--- src/rtl/mul_eight_seq_pkg.sv ---
// rtl/mul_eight_seq_pkg.sv - shared constants for the sequential 8x8 multiplier
package mul_eight_seq_pkg;

    // FSM encoding kept as plain 2-bit constants so older tools and netlists line up
    localparam logic [1:0] IDLE = 2'd0;
    localparam logic [1:0] RUN  = 2'd1;
    localparam logic [1:0] DONE = 2'd2;

    // One adder pass per multiplier bit
    localparam int MUL_ITERS = 8;

    // Value of the 3-bit iteration counter during the final pass
    localparam logic [2:0] LAST_COUNT = 3'(MUL_ITERS - 1);

endpackage

--- src/rtl/mul_eight_seq_add_eight.sv ---
// rtl/mul_eight_seq_add_eight.sv - 8-bit ripple-carry adder (addEight) used per iteration
module mul_eight_seq_add_eight (
    input  logic [7:0] i_din0,
    input  logic [7:0] i_din1,
    input  logic       i_enable,
    output logic [7:0] o_sum,
    output logic       o_cout
);

    logic [8:0] w_carry;
    logic [7:0] w_sum;

    assign w_carry[0] = 1'b0;

    // Full-adder chain, carry rippling from bit 0 upward
    genvar g;
    generate
        for (g = 0; g < 8; g++) begin : g_fa
            assign w_sum[g]       = i_din0[g] ^ i_din1[g] ^ w_carry[g];
            assign w_carry[g + 1] = (i_din0[g] & i_din1[g]) |
                                    (i_din0[g] & w_carry[g]) |
                                    (i_din1[g] & w_carry[g]);
        end
    endgenerate

    // A disabled adder presents all-zero outputs
    assign o_sum  = i_enable ? w_sum : 8'h00;
    assign o_cout = i_enable & w_carry[8];

endmodule

--- src/rtl/mul_eight_seq.sv ---
// rtl/mul_eight_seq.sv - sequential 8x8 unsigned shift-and-add multiplier
module mul_eight_seq
    import mul_eight_seq_pkg::*;
(
    input  logic        clk,
    input  logic        rst_n,
    input  logic        start,
    input  logic [7:0]  opA,
    input  logic [7:0]  opB,
    output logic        busy,
    output logic        done,
    output logic [15:0] product,
    output logic        zero
);

    logic [1:0]  r_state;
    logic [7:0]  r_hi;
    logic [7:0]  r_lo;
    logic [7:0]  r_mcand;
    logic [2:0]  r_count;
    logic        r_busy;
    logic        r_done;
    logic [15:0] r_product;
    logic        r_zero;

    logic [7:0]  w_addend;
    logic [7:0]  w_sum;
    logic        w_cout;
    logic [7:0]  w_next_hi;
    logic [7:0]  w_next_lo;

    // Add the multiplicand only when the current multiplier bit is set
    assign w_addend = r_lo[0] ? r_mcand : 8'h00;

    mul_eight_seq_add_eight u_add_eight (
        .i_din0   (r_hi),
        .i_din1   (w_addend),
        .i_enable (1'b1),
        .o_sum    (w_sum),
        .o_cout   (w_cout)
    );

    // The carry-out becomes the new top bit of the shifted partial product
    assign w_next_hi = {w_cout, w_sum[7:1]};
    assign w_next_lo = {w_sum[0], r_lo[7:1]};

    // Control FSM plus the hi/lo shift register and the published result
    always_ff @(posedge clk or negedge rst_n) begin
        if (!rst_n) begin
            r_state   <= IDLE;
            r_hi      <= 8'h00;
            r_lo      <= 8'h00;
            r_mcand   <= 8'h00;
            r_count   <= 3'd0;
            r_busy    <= 1'b0;
            r_done    <= 1'b0;
            r_product <= 16'h0000;
            r_zero    <= 1'b1;
        end else begin
            case (r_state)
                IDLE, DONE: begin
                    if (start) begin
                        r_mcand <= opA;
                        r_lo    <= opB;
                        r_hi    <= 8'h00;
                        r_count <= 3'd0;
                        r_state <= RUN;
                        r_busy  <= 1'b1;
                    end else begin
                        r_state <= IDLE;
                        r_busy  <= 1'b0;
                    end
                    r_done <= 1'b0;
                end
                RUN: begin
                    r_hi    <= w_next_hi;
                    r_lo    <= w_next_lo;
                    r_count <= r_count + 3'd1;
                    if (r_count == LAST_COUNT) begin
                        r_state   <= DONE;
                        r_busy    <= 1'b0;
                        r_done    <= 1'b1;
                        r_product <= {w_next_hi, w_next_lo};
                        r_zero    <= ({w_next_hi, w_next_lo} == 16'h0000);
                    end
                end
                default: begin
                    r_state <= IDLE;
                    r_busy  <= 1'b0;
                    r_done  <= 1'b0;
                end
            endcase
        end
    end

    assign busy    = r_busy;
    assign done    = r_done;
    assign product = r_product;
    assign zero    = r_zero;

endmodule

--- config.mk ---
export PLATFORM = sky130hd
export DESIGN_NAME = mul_eight_seq
export DESIGN_NICKNAME = d
export VERILOG_FILES = /design/src/rtl/mul_eight_seq_pkg.sv /design/src/rtl/mul_eight_seq_add_eight.sv /design/src/rtl/mul_eight_seq.sv
export SDC_FILE = /design/constraint.sdc
export NUM_CORES = 1
export LEC_CHECK = 0
export CAP_MARGIN = 15
export CORE_ASPECT_RATIO = 0.8
export CORE_MARGIN = 1.5
export CORE_UTILIZATION = 47
export DETAILED_ROUTE_END_ITERATION = 10
export GPL_TIMING_DRIVEN = 1
export PLACE_DENSITY = 0.75
export SYNTH_ARGS = -nofsm -noshare
export SYNTH_HDL_FRONTEND = slang
export SYNTH_SLANG_ARGS = --single-unit
export TNS_END_PERCENT = 20
--- constraint.sdc ---
create_clock -name clk -period 3.23 [get_ports clk]
set_input_delay 0.4845 -clock clk [delete_from_list [all_inputs] [get_ports clk]]
set_output_delay 0.4845 -clock clk [all_outputs]
set_load 0.005 [all_outputs]
-- Word level (Yosys, flattened, before mapping)
Index checks and enable logic that the tools add are counted.
- output and inout bits: 19
- register bits: 48
- bits of input ports: 19
- logic and storage cells: 88
- bitwise gates (word level): 51
- reduce and logical (&&, ||, !) cells: 7
- add/sub/neg operators: 1
- muxes and demuxes: 15
- equality and inequality tests: 5
- operators with widths (cell ; count):
    $pmux W8 S2 ; 2
    $mux W8 ; 3
    $and A1 B1 Y1 ; 22
    $logic_not A16 Y1 ; 1
    $xor A1 B1 Y1 ; 15
    $or A1 B1 Y1 ; 14
    $pmux W3 S2 ; 1
    $reduce_and A2 Y1 ; 3
    $mux W1 ; 5
    $ne A2 B2 Y1 const B ; 2
    $pmux W2 S2 ; 1
    $add A3 B1 Y3 const B ; 1
    $eq A3 B3 Y1 const B ; 1
    $mux W3 ; 1
    $eq A2 B1 Y1 const B ; 1
    $eq A2 B2 Y1 const B ; 1
    $logic_not A2 Y1 ; 1
    $mux W2 ; 1
    $pmux W1 S2 ; 1
    $reduce_bool A2 Y1 ; 1
    $reduce_or A2 Y1 ; 1

-- Longest topological paths before layout
- depth after elaboration: 24
- depth in mapped cells: 15

-- Hierarchy
A second synthesis with hierarchy kept.
- cell total of the unflattened synthesis: 172
- area total of the unflattened synthesis: 2242.2 µm²
- modules (own cells, without submodules) (module ; times used ; cells each ; area each (µm²)):
    mul_eight_seq ; 1 ; 140 ; 1976.9
    mul_eight_seq_add_eight ; 1 ; 32 ; 265.3

-- Least setup slack after synthesis
Ideal clock, no wire load.
- path kind: register -> register
- from: register r_lo[0]
- to: register r_zero, in the netlist zero
- buffers on the path: 0
- arrival time: 3456 ps
- setup time: 85 ps
- required time: 3145 ps
- setup slack: -311 ps
- cell stages (with the launch flop): 16
- path through: dfrtp_1 > and2_1 > ha_1 > inv_1 > fa_1 > fa_1 > inv_1 > fa_1 > fa_1 > fa_1 > fa_1 > inv_1 > fa_1 > and4b_1 > nand4_1 > o21ai_0
- cells in the longest elaborated chain, start to end: 24
- RTL lines (what ; RTL line ; text):
    from (decl) ; mul_eight_seq.sv:18 ; logic [7:0] r_lo;
    from (signal assigned) ; mul_eight_seq.sv:64 ; r_lo <= opB;
    from (signal assigned) ; mul_eight_seq.sv:77 ; r_lo <= w_next_lo;
    $mux W8 * ; mul_eight_seq.sv:33 ; assign w_addend = r_lo[0] ? r_mcand : 8'h00;
    $and A1 B1 Y1 ; mul_eight_seq_add_eight.sv:20 ; assign w_carry[g + 1] = (i_din0[g] & i_din1[g]) |
    $and A1 B1 Y1 ; mul_eight_seq_add_eight.sv:21 ; (i_din0[g] & w_carry[g]) |
    $or A1 B1 Y1 ; mul_eight_seq_add_eight.sv:20 ;
    $or A1 B1 Y1 ; mul_eight_seq_add_eight.sv:21 ;
    $and A1 B1 Y1 ; mul_eight_seq_add_eight.sv:21 ;
    $or A1 B1 Y1 ; mul_eight_seq_add_eight.sv:20 ;
    $or A1 B1 Y1 ; mul_eight_seq_add_eight.sv:21 ;
    [... 8 more ...] ; - ;
    $or A1 B1 Y1 ; mul_eight_seq_add_eight.sv:21 ;
    $and A1 B1 Y1 ; mul_eight_seq_add_eight.sv:21 ;
    $or A1 B1 Y1 ; mul_eight_seq_add_eight.sv:20 ;
    $or A1 B1 Y1 ; mul_eight_seq_add_eight.sv:21 ;
    $and A1 B1 Y1 ; mul_eight_seq_add_eight.sv:21 ;
    $or A1 B1 Y1 ; mul_eight_seq_add_eight.sv:20 ;
    $or A1 B1 Y1 ; mul_eight_seq_add_eight.sv:21 ;
    $logic_not A16 Y1 * ; mul_eight_seq.sv:84 ; r_zero <= ({w_next_hi, w_next_lo} == 16'h0000);
    to (signal assigned) ; mul_eight_seq.sv:84 ;
    to (decl) ; mul_eight_seq.sv:24 ; logic r_zero;
Mark *: on every way between the ends. The rest lies on a longest branch, timed or not.
A chain may end at the register's enable or synchronous reset.

-- Worst setup path after layout
- from: register r_mcand[0]
- to: register r_zero, in the netlist zero
- cells in the longest elaborated chain, start to end: 24
- RTL lines (what ; RTL line ; text):
    from (decl) ; mul_eight_seq.sv:19 ; logic [7:0] r_mcand;
    from (signal assigned) ; mul_eight_seq.sv:63 ; r_mcand <= opA;
    $mux W8 * ; mul_eight_seq.sv:33 ;
    $and A1 B1 Y1 ; mul_eight_seq_add_eight.sv:20 ;
    $and A1 B1 Y1 ; mul_eight_seq_add_eight.sv:21 ;
    $or A1 B1 Y1 ; mul_eight_seq_add_eight.sv:20 ;
    $or A1 B1 Y1 ; mul_eight_seq_add_eight.sv:21 ;
    $and A1 B1 Y1 ; mul_eight_seq_add_eight.sv:21 ;
    $or A1 B1 Y1 ; mul_eight_seq_add_eight.sv:20 ;
    $or A1 B1 Y1 ; mul_eight_seq_add_eight.sv:21 ;
    [... 8 more ...] ; - ;
    $or A1 B1 Y1 ; mul_eight_seq_add_eight.sv:21 ;
    $and A1 B1 Y1 ; mul_eight_seq_add_eight.sv:21 ;
    $or A1 B1 Y1 ; mul_eight_seq_add_eight.sv:20 ;
    $or A1 B1 Y1 ; mul_eight_seq_add_eight.sv:21 ;
    $and A1 B1 Y1 ; mul_eight_seq_add_eight.sv:21 ;
    $or A1 B1 Y1 ; mul_eight_seq_add_eight.sv:20 ;
    $or A1 B1 Y1 ; mul_eight_seq_add_eight.sv:21 ;
    $logic_not A16 Y1 * ; mul_eight_seq.sv:84 ;
Marked as above.

==> results.sh <==
export IMPL_status="finished, violations left"
export IMPL_syn_num_nets=187
export IMPL_synth_most_common_cell="dfrtp_1"
export IMPL_postSynth_asyncResetShare_pct=100
export IMPL_whs_ns=0.350
export IMPL_dp_hpwl_mm=2.87
export IMPL_post_route_util_pct=62.2
export IMPL_wl_per_cell_um=15.7
export IMPL_clk_pin_slew_ns=0.09
export IMPL_tns_ns=-0.406
export IMPL_yosysSeqAreaShare_pct=55.2
export IMPL_critPathMaxFanout=2
export IMPL_cts_root_buf="clkbuf_8"
export IMPL_cts_buffer_depth=2
export IMPL_hold_path_class="in -> async"
export IMPL_hold_viol_final=0
export IMPL_h_tree_depth=2
export IMPL_io_pins=38
export IMPL_antenna_cells=0
export IMPL_route_met2_wl_mm=1.99
export IMPL_syn2layout_area_growth_pct=24.8
export IMPL_grt_pass1_vias=1457
export IMPL_wirelength_mm=4.04
export IMPL_clock_fmax_mhz=292
export IMPL_dr_pass1_iters=4
export IMPL_track_usage_pct=18.8
export IMPL_place_ws_ns=-0.304
export IMPL_vias=1332
export IMPL_slew_viol_final=0
export IMPL_maxCapViolations=0
export IMPL_grt_max_degree=48
export IMPL_coreArea_sq_mm=0.00428
export IMPL_syn_cell_area_sq_mm=0.00213
export IMPL_start_util_pct=49.8
export IMPL_final_area_sq_mm=0.00266
export IMPL_start_kind="flop"
export IMPL_die_h_um=63.3
export IMPL_drcViolationCount=0
export IMPL_endpoint_kind="flop"
export IMPL_ys_dominant_reg_cell="dfrtp_1"
export IMPL_drive_gt1_share_pct=22.9
export IMPL_drt_met1_wl_mm=1.87
export IMPL_yosysTopAreaCell="dfrtp_1"
export IMPL_cts_tree="built"
export IMPL_worst_r2r_path_depth=15
export IMPL_antenna_found_initial=0
export IMPL_die_width_um=78.3
export IMPL_drt_iter0_markers=96
export IMPL_r2r_start="r_mcand[0]$_DFFE_PN0P_"
export IMPL_setup_ws_ns=-0.192
export IMPL_vdd_drop_max_uv=494
export IMPL_worstSetupEndpoint="zero$_DFFE_PN1P_"
export IMPL_required_ns=3.46
export IMPL_syn_inst=158
export IMPL_grt_overflow=0
export IMPL_yosys_warnings=0
export IMPL_cts_hold_buf=0
export IMPL_wl_met3_um=154
export IMPL_clock_sink_count=47
export IMPL_synth_edf_count=0
export IMPL_fin_crit_sh_pct=106
export IMPL_cts_buffers=5
export IMPL_ys_types=30
export IMPL_clk_latency_ns=0.30
export IMPL_layout_cells_non_filler=258
export IMPL_gp_congestion=0.804
export IMPL_synthTopCellsByArea="dfrtp_1 54%, mux2_2 11%, fa_1 6.6%, mux2i_1 3.8%, nand2_1 2.8%"
export IMPL_placed_cells=250
export IMPL_critPathLaunch="r_mcand[0]$_DFFE_PN0P_"
export IMPL_rsz0062_at_grt="yes"
export IMPL_rows=21
export IMPL_synth_common_cells="46 x dfrtp_1, 21 x mux2_2, 16 x nand2_1, 8 x mux2i_1, 8 x o21ai_1"
export IMPL_r2r_end="zero$_DFFE_PN1P_"
export IMPL_die_area_sq_mm=0.00495
export IMPL_violations="negative setup slack"
export IMPL_min_period_ns=3.42
export IMPL_skew_ns=0.0148
export IMPL_port_buffer_count=37
export IMPL_layout_nets=230
export IMPL_vias_per_cell=5.16
export IMPL_finalPower_mw=2.52
export IMPL_reg2reg_slack_ns=-0.19
export IMPL_critPathKind="reg -> reg"
export IMPL_worst_pin_slew_ns=1.02
export IMPL_ys_seq_elements=47
export IMPL_arrival_ns=3.65
export IMPL_placed_area_sq_mm=0.00254
export IMPL_postSynthAreaPerCell_sq_um=13.5
export IMPL_drtAntennaViolNets=0
export IMPL_grt_pass1_wl_mm=7.10
export IMPL_highest_layer="met4"
export IMPL_fillers=326
export IMPL_p_per_area_mw_per_mm2=945
export IMPL_maxSlewHeadroom_pct=32.2
export IMPL_finalSetupViolCount=3
export IMPL_p_leak_nw=1.17
export IMPL_synth_top_area_share_pct=54.0
[routing by layer]
metal	track usage (%)	vias to the layer above
met5	0	-
met4	6.03	0
met3	4.64	4
met2	30.5	30
met1	25.0	669
li1	-	629
[critical path, stage by stage (launching register included)]
cell and delay [ns]:
dfrtp_1 0.38, and2_1 0.16, ha_1 0.17, inv_1 0.06, fa_2 0.19, fa_1 0.15
inv_1 0.05, fa_2 0.33, fa_2 0.35, fa_2 0.34, fa_2 0.35, inv_2 0.06
fa_1 0.41, and4b_1 0.21, nand4_1 0.09, o21ai_1 0.06
[where the power goes]
| group | switching, mW | internal [mW] | total, mW |
|---|---|---|---|
| clock | 0.186 | 0.227 | 0.413 |
| combinational | 0.479 | 0.611 | 1.09 |
| sequential | 0.170 | 0.843 | 1.01 |
| total | 0.835 | 1.68 | 2.52 |
[placed cells by master, fill, tap and decap left out, types with 2 or more instances in the layout]
cell / instances
dfrtp_1: 46
clkdlybuf4s50_1: 36
mux2_2: 21
nand2_1: 16
o21ai_1: 9
mux2i_1: 8
buf_4: 7
inv_1: 6
a22o_1: 6
and2_1: 5
fa_2: 5
clkbuf_8: 5
o21ai_0: 4
o2bb2ai_1: 3
ha_1: 3
nor4_1: 2
fa_1: 2
[sequential cells by signal, indices dropped and copies added (netlist names)]
| name | flops |
|---|---|
| r_count | 3 |
| done | 1 |
| product | 16 |
| r_hi | 8 |
| r_lo | 8 |
| r_state | 1 |
| busy | 1 |
| r_mcand | 8 |
| zero | 1 |
[worst min path at each step]
stage | from | to | slack (ns)
after floorplan | rst_n | busy$_DFFE_PN0P_ | 0.19
after global placement | busy$_DFFE_PN0P_ | busy$_DFFE_PN0P_ | 0.46
after detailed placement | zero$_DFFE_PN1P_ | zero$_DFFE_PN1P_ | 0.47
after CTS | rst_n | product[3]$_DFFE_PN0P_ | 0.39
after global routing | rst_n | r_lo[3]$_DFFE_PN0P_ | 0.42
final | rst_n | product[2]$_DFFE_PN0P_ | 0.35
[cells by family (layout without fill, tap and decap cells)]
kind of cell / after synthesis / count (layout) / share of synthesized area, %
muxes: 29 / 29 / 14.8
and+or+nand+nor: 33 / 33 / 9.09
DFF: 47 / 47 / 55.2
adders and majority gates: 10 / 10 / 8.33
buffers and inverters: 15 / 58 / 5.04
AOI/OAI and AO/OA: 24 / 24 / 7.51
[repair_timing]
| item | CTS | global route |
|---|---|---|
| buffers inserted | 1 | 0 |
| setup endpoints to repair | 3 | 6 |
| endpoints found under the hold margin | 0 | 0 |
| gates resized for setup | 5 | 1 |
| pin swaps | 2 | 1 |
[cell type report]
| class | count | area (sq um) | share of cell area [%] |
|---|---|---|---|
| Sequential cell | 47 | 1180 | 44.2 |
| Multi-Input combinational cell | 96 | 867 | 32.6 |
| Timing Repair Buffer | 44 | 418 | 15.7 |
| Clock buffer | 6 | 72.6 | 2.73 |
| Tap cell | 57 | 71.3 | 2.68 |
| Clock inverter | 1 | 30.0 | 1.13 |
| Inverter | 7 | 26.3 | 0.987 |
No activity file was read; power rests on OpenSTA's default activity.
